## src/rtl/reg_wb_arbiter.sv

```systemverilog
// Shares the register-file write port between ALU (ch0) and load-return (ch1) writebacks.
// Accept-to-write latency 2 cycles; each channel has a one-entry buffer and stalls only while its buffer loses arbitration.
module reg_wb_arbiter #(
   parameter int DATA_WIDTH = 32,
   parameter int ADDR_WIDTH = 5
) (
   input  logic                         clk,
   input  logic                         rst,
   input  logic                         ch0_valid,
   output logic                         ch0_ready,
   input  logic [ADDR_WIDTH-1:0]        ch0_addr,
   input  logic [DATA_WIDTH-1:0]        ch0_data,
   input  logic                         ch1_valid,
   output logic                         ch1_ready,
   input  logic [ADDR_WIDTH-1:0]        ch1_addr,
   input  logic [DATA_WIDTH-1:0]        ch1_data,
   output logic                         wb_wen,
   output logic [ADDR_WIDTH-1:0]        wb_waddr,
   output logic [DATA_WIDTH-1:0]        wb_wdata,
   output logic [(1<<ADDR_WIDTH)-1:0]   pending_mask,
   output logic [31:0]                  conflict_cnt
);

   logic                  buf0_valid, buf1_valid;
   logic [ADDR_WIDTH-1:0] buf0_addr, buf1_addr;
   logic [DATA_WIDTH-1:0] buf0_data, buf1_data;
   logic                  last_grant;
   logic                  gnt0, gnt1;

   // On a tie the channel that did not win last time goes next.
   always_comb begin
      gnt0 = buf0_valid && (!buf1_valid || last_grant);
      gnt1 = buf1_valid && (!buf0_valid || !last_grant);
   end

   assign ch0_ready = !buf0_valid || gnt0;
   assign ch1_ready = !buf1_valid || gnt1;

   always_ff @(posedge clk) begin
      if (rst) begin
         buf0_valid <= 1'b0;
         buf0_addr  <= '0;
         buf0_data  <= '0;
         buf1_valid <= 1'b0;
         buf1_addr  <= '0;
         buf1_data  <= '0;
      end else begin
         if (ch0_valid && ch0_ready) begin
            buf0_valid <= 1'b1;
            buf0_addr  <= ch0_addr;
            buf0_data  <= ch0_data;
         end else if (gnt0) begin
            buf0_valid <= 1'b0;
         end
         if (ch1_valid && ch1_ready) begin
            buf1_valid <= 1'b1;
            buf1_addr  <= ch1_addr;
            buf1_data  <= ch1_data;
         end else if (gnt1) begin
            buf1_valid <= 1'b0;
         end
      end
   end

   // Register 0 writes drain through the stage but never assert the enable.
   always_ff @(posedge clk) begin
      if (rst) begin
         last_grant <= 1'b1;
         wb_wen     <= 1'b0;
         wb_waddr   <= '0;
         wb_wdata   <= '0;
      end else if (gnt0) begin
         last_grant <= 1'b0;
         wb_wen     <= (buf0_addr != '0);
         wb_waddr   <= buf0_addr;
         wb_wdata   <= buf0_data;
      end else if (gnt1) begin
         last_grant <= 1'b1;
         wb_wen     <= (buf1_addr != '0);
         wb_waddr   <= buf1_addr;
         wb_wdata   <= buf1_data;
      end else begin
         wb_wen     <= 1'b0;
      end
   end

   always_ff @(posedge clk) begin
      if (rst) begin
         conflict_cnt <= '0;
      end else if (buf0_valid && buf1_valid) begin
         conflict_cnt <= conflict_cnt + 32'd1;
      end
   end

   always_comb begin
      pending_mask = '0;
      if (buf0_valid) pending_mask[buf0_addr] = 1'b1;
      if (buf1_valid) pending_mask[buf1_addr] = 1'b1;
      if (wb_wen)     pending_mask[wb_waddr]  = 1'b1;
      pending_mask[0] = 1'b0;
   end

endmodule

```

## config.mk

```make
export PLATFORM = sky130hd
export DESIGN_NAME = reg_wb_arbiter
export DESIGN_NICKNAME = d
export VERILOG_FILES = /design/src/rtl/reg_wb_arbiter.sv
export SDC_FILE = /design/constraint.sdc
export NUM_CORES = 1
export LEC_CHECK = 0
export ABC_AREA = 1
export CORE_MARGIN = 5
export CORE_UTILIZATION = 47
export CTS_BUF_LIST = sky130_fd_sc_hd__clkbuf_2
export CTS_CLUSTER_DIAMETER = 80
export CTS_CLUSTER_SIZE = 40
export DETAILED_ROUTE_END_ITERATION = 10
export HOLD_SLACK_MARGIN = 0.1
export PLACE_DENSITY = 0.84
export SYNTH_ARGS = -nofsm -noshare
export SYNTH_HDL_FRONTEND = slang
export SYNTH_SLANG_ARGS = --single-unit
```

## constraint.sdc

```tcl
create_clock -name clk -period 2.3 [get_ports clk]
set_input_delay 0.575 -clock clk [delete_from_list [all_inputs] [get_ports clk]]
set_output_delay 0.575 -clock clk [all_outputs]
set_load 0.03 [all_outputs]
```

After elaboration in Yosys (flattened, before gate mapping)
Index checks and enable logic that the tools add are counted.
W data, S select, Z words.
{"block": "op_classes", "add_sub_neg": 1, "n_lt_le_gt_ge": 6, "muxes": 21, "bitwise": 2, "n_reduce_logical": 20}
{"operator": "$mux W32", "n": 5}
{"operator": "$or A32 B32 Y32", "n": 2}
{"operator": "$add A32 B1 Y32 const B", "n": 1}
{"operator": "$lt A5 B6 Y1 const B", "n": 3}
{"operator": "$demux W1 S5", "n": 3}
{"operator": "$ge A5 B1 Y1 const B", "n": 3}
{"operator": "$mux W1", "n": 11}
{"operator": "$mux W5", "n": 2}
{"operator": "$reduce_bool A5 Y1", "n": 2}
{"operator": "$logic_and A1 B1 Y1", "n": 8}
{"operator": "$reduce_bool A2 Y1", "n": 3}
{"operator": "$logic_or A1 B1 Y1", "n": 4}
{"operator": "$logic_not A1 Y1", "n": 3}
{"block": "word_totals", "register_bits": 147, "inputBits": 78, "output_inout_bits": 104, "word_cells": 61}

Depth between registers and ports, before layout
Gate-level depths: netlist of run 1.
{"block": "depth", "word_depth": 9, "depth_mapped": 9, "depth_no_buf": 9}

Worst setup path after synthesis of run 1
Ideal clock, no wire load.
{"block": "synth_timing", "path_type": "register to output", "start": "reg wb_waddr[0]", "end": "out pending_mask[3]", "arrival_ns": 1.554, "required_time_ns": 1.725, "setup_slack_ns": 0.171, "path_stages_with_launch": 5, "n_path_buf": 0, "cell_sequence": "dfxtp_1 -> inv_1 -> nor3_1 -> nand4_1 -> nand3_1"}
{"block": "synth_via", "elab_chain_len": 6, "word_cells_on_any_way": 7, "cone_classes": "order compare (2); mux (3); bitwise (1); reduce/logical (1)"}
{"item": "from (decl)", "line_no": "18", "text": "output logic [ADDR_WIDTH-1:0] wb_waddr,"}
{"item": "from (signal assigned)", "line_no": "75", "text": "wb_waddr <= buf0_addr;"}
{"item": "from (signal assigned)", "line_no": "80", "text": "wb_waddr <= buf1_addr;"}
{"item": "$lt A5 B6 Y1 (not written as such) / $ge A5 B1 Y1 (equally long branches)", "line_no": "99", "text": "if (wb_wen) pending_mask[wb_waddr] = 1'b1;"}
{"item": "$logic_and A1 B1 Y1 (not written as such)", "line_no": "99"}
{"item": "$mux W1 (not written as such)", "line_no": "99"}
{"item": "$demux W1 S5 *", "line_no": "99"}
{"item": "$or A32 B32 Y32 (no line) *"}
{"item": "$mux W32 *", "line_no": "99"}
{"item": "to (decl)", "line_no": "20", "text": "output logic [(1<<ADDR_WIDTH)-1:0] pending_mask,"}
Mark *: on every way between the ends. The rest lies on a longest branch, timed or not.

Worst setup path in the final report of run 1
{"block": "layout_timing", "start": "reg buf0_addr[4]", "end": "out pending_mask[3]"}
{"block": "layout_via", "elab_chain_len": 9, "word_cells_on_any_way": 10, "cone_classes": "order compare (2); mux (5); bitwise (2); reduce/logical (1)"}
{"item": "from (decl)", "line_no": "25", "text": "logic [ADDR_WIDTH-1:0] buf0_addr, buf1_addr;"}
{"item": "from (signal assigned)", "line_no": "50", "text": "buf0_addr <= ch0_addr;"}
{"item": "$lt A5 B6 Y1 (not written as such) / $ge A5 B1 Y1 (equally long branches)", "line_no": "97", "text": "if (buf0_valid) pending_mask[buf0_addr] = 1'b1;"}
{"item": "$logic_and A1 B1 Y1 (not written as such)", "line_no": "97"}
{"item": "$mux W1 (not written as such)", "line_no": "97"}
{"item": "$demux W1 S5 *", "line_no": "97"}
{"item": "$mux W32 *", "line_no": "97"}
{"item": "$or A32 B32 Y32 (no line)"}
{"item": "$mux W32 *", "line_no": "98", "text": "if (buf1_valid) pending_mask[buf1_addr] = 1'b1;"}
{"item": "$or A32 B32 Y32 (no line)"}
{"item": "$mux W32 *", "line_no": "99"}
Marked as above.

==> results of run 1 <==
[layer usage]
layer	track usage, %	up-vias
met5	0	-
met4	10.85	0
met3	7.531	63
met2	41.14	346
met1	29.77	3516
li1	-	3688
[cell usage in the layout (no fill, tap or decap), types with 7 or more instances in the layout]
master           instances
dfxtp_1                130
nand3_1                 59
o211ai_1                32
nor2_1                 188
nand3_2                 25
clkdlybuf4s50_1         77
buf_4                   33
dfxtp_4                  9
clkdlybuf4s15_1          8
nand2_1                159
dfxtp_2                  8
clkbuf_2                27
nor3_4                  11
nand4_1                  7
nand2_4                  9
dlygate4sd2_1           56
inv_4                    7
nor2_4                   7
inv_1                   78
o21ai_0                 94
inv_2                   17
a21oi_1                 35
buf_6                   50
nand2_2                 34
o221ai_2                14
[worst max-delay path, stage by stage, from the launching register on]
cell	delay, ns
dfxtp_4	0.40
inv_4	0.13
nand3_1	0.21
inv_1	0.18
nand2_1	0.09
nand3_2	0.09
buf_6	0.13
[state kept, by name (all words and copies together) (netlist names)]
name          count
buf0_addr         5
buf0_data        32
buf0_valid        1
buf1_addr         5
buf1_data        32
buf1_valid        1
conflict_cnt     32
last_grant        1
wb_waddr          5
wb_wdata         32
wb_wen            1
[how the worst min path moves through the flow]
stage	start	end	slack (ns)	cells after the start
floorplan	buf0_data[31]	buf0_data[31]	0.42	2
global placement	buf0_data[31]	buf0_data[31]	0.43	2
detailed placement	buf0_data[31]	buf0_data[31]	0.45	2
CTS	ch0_data[25]	buf0_data[25]	0.37	3
global route	ch0_data[23]	buf0_data[23]	0.33	3
finish	ch0_data[14]	buf0_data[14]	0.39	3
[power by group through the flow]
stage,sequential (mW),combinational [mW],clock (mW)
2_1_floorplan,2.96,0.454,0
3_3_place_gp,2.85,0.999,0
3_5_place_dp,2.86,1.01,0
4_1_cts,2.82,1.09,1.34
5_1_grt,2.84,1.24,1.47
6_report,2.82,1.14,1.33
[stage by stage]
step	hold WS, ns	utilization [%]
after floorplan	0.4246	-
after global placement	0.4344	61.55
after detailed placement	0.4458	61.55
after CTS	0.3659	67.81
after global routing	0.3278	69.16
final	0.3932	69.16
[repair_timing]
item	4_1_cts	5_1_grt
gates resized for setup	293	60
setup endpoints to repair	103	48
buffers inserted	19	9
pin swaps	31	22
[synth_stat cells (all sizes together)]
cell and number:
a31oi 2, nand3 88, nor3 15, xor2 4
a21oi 35, clkinv 1, ha 1, inv 105
xnor2 2, o221ai 16, o211ai 32, nor2 200
o21ai 95, buf 22, nand2 203, dfxtp 147
o21a 2, clkbuf 22, nand3b 1, conb 1
nand4 7
[cell families after synthesis]
group	Yosys count	synth area share, %
xor+xnor	6	0.7607
simple gates	514	32.10
flops	147	42.60
buf+inv	150	8.821
other cells	1	0.05429
compound gates	182	15.49
fa+ha+maj	1	0.1811
[final cells by class]
type / count / area (um^2) / area share [%]
multi-input cells: 704 / 3901 / 38.96
repair buffers: 234 / 2262 / 22.59
inverters: 106 / 439.2 / 4.386
clock buffers: 21 / 105.1 / 1.050
well taps: 184 / 230.2 / 2.299
flip-flops and latches: 147 / 2987 / 29.83
diodes: 1 / 2.502 / 0.02499
clock inverters: 10 / 86.33 / 0.8622
==> impl_metrics.yaml, run 1 <==
route:
  post-route-drc-count: 0
  wl_met3_mm: 2.030
  vias: 7613
  ant_nets: 0
  drtIter0Drc: 595
  wl_per_cell_um: 16.22
  dr.pass1.iters: 5
  met2_length_mm: 10.82
  wirelength_mm: 22.82
  top_layer_used: "met4"
  wl_met1_mm: 9.314
  viasPerCell: 5.411
sta:
  clock.fmax_mhz: 393.9
  finalCritPeriodShare_pct: 110.4
  finalSetupViolations: 33
  worst_pin_slew_ns: 0.6292
  fin_setup_tns_ns: -5.750
  fin_crit_ns: 2.539
  max-slew-margin-rel_pct: 57.99
  clock_skew_ns: 0.02667
  hold_violations: 0
  rsz0062_at_grt: "yes"
  slew_viol_final: 0
  worst_slack_ns: -0.2387
global_routing:
  grt.total_usage_pct: 24.84
  antenna_found_initial: 1
  grt_overflow: 0
  grt_pass1_vias: 7291
  grt_max_degree: 94
  grt_pass1_wl_mm: 35.82
clocking:
  cts_buffers: 17
  cts_root_buf: "clkbuf_2"
  hold_buffers: 0
  cts_tree: "built"
  h-tree-depth: 4
  clkSinkCount: 147
  cts_buffer_depth: 2
  clk_pin_slew_ns: 0.21
  clock_latency_ns: 0.74
setup_path:
  rr_worst_depth: 9
  arrival_ns: 1.96
  worstReg2RegStart: "buf1_valid"
  cp-startpoint: "buf0_addr[4]"
  reg2reg_to: "buf1_addr[1]"
  r2r_setup_slack_ns: 0.56
  setup.worst_path.end: "pending_mask[3]"
  cp_max_fo: 7
  crit_required_ns: 1.73
  worstSetupEndpointType: "output port"
  criticalPathCategory: "reg -> out"
  startpoint_type: "flip-flop"
floorplanning:
  fp-row-count: 44
  fp.coreArea_um2: 14480
  die_width_um: 131.2
  initial_core_util_pct: 47.71
  fp.dieH_um: 131.2
  io_pins: 182
  dieArea_um2: 17220
pwr:
  ir_drop_uv: 448.0
  p_leak_nw: 4.739
  internal_power_mw: 3.560
  power_frac_comb_pct: 21.6
  p_sw_mw: 1.731
  swShare_pct: 32.72
  p_per_area_nw_per_um2: 528.4
  fin_total_pwr_mw: 5.291
  power_frac_clock_pct: 25.1
  pwr-share-seq_pct: 53.3
synthesis:
  syn_nets: 1080
  syn_area_um2: 6908
  synth-seq-area-share_pct: 42.60
  yosysTopAreaCellShare_pct: 42.60
  yosys_warnings: 0
  synth_cell_types: 33
  synth_area_leaders: "dfxtp_1 43%, nand2_1 11%, nor2_1 10%"
  synth_cells: 1001
  synth_top_area_cell: "dfxtp_1"
  ys_ff_latch: 147
  avgSynthCellArea_um2: 6.901
place:
  dp_slack_ns: 0.1186
  dp_cells: 1348
  place.port_buffers: 180
  gp_routability_congestion: 0.8783
  placed_cell_area_um2: 8912
  hpwl_mm: 14.73
job:
  cap_violations: 0
cells_and_area:
  fin_nets: 1289
  n_fill_cell: 1208
  final_area_um2: 10010
  final_cells: 1407
  drive_gt1_share_pct: 22.83
  synthToLayoutAreaGrowth_pct: 44.96
outcome:
  status: "finished with violations"
  violations: "setup timing"
worst_hold_path:
  hp-class: "in -> reg"
Note: power is estimated with default switching activity, not from simulation.
==> inputs of run 2 (changes only) <==
Settings changed: CAP_MARGIN from default to 20, SLEW_MARGIN from default to 20.
==> results of run 2 <==
Final layout, timing and power as in run 1 (identical DEF).
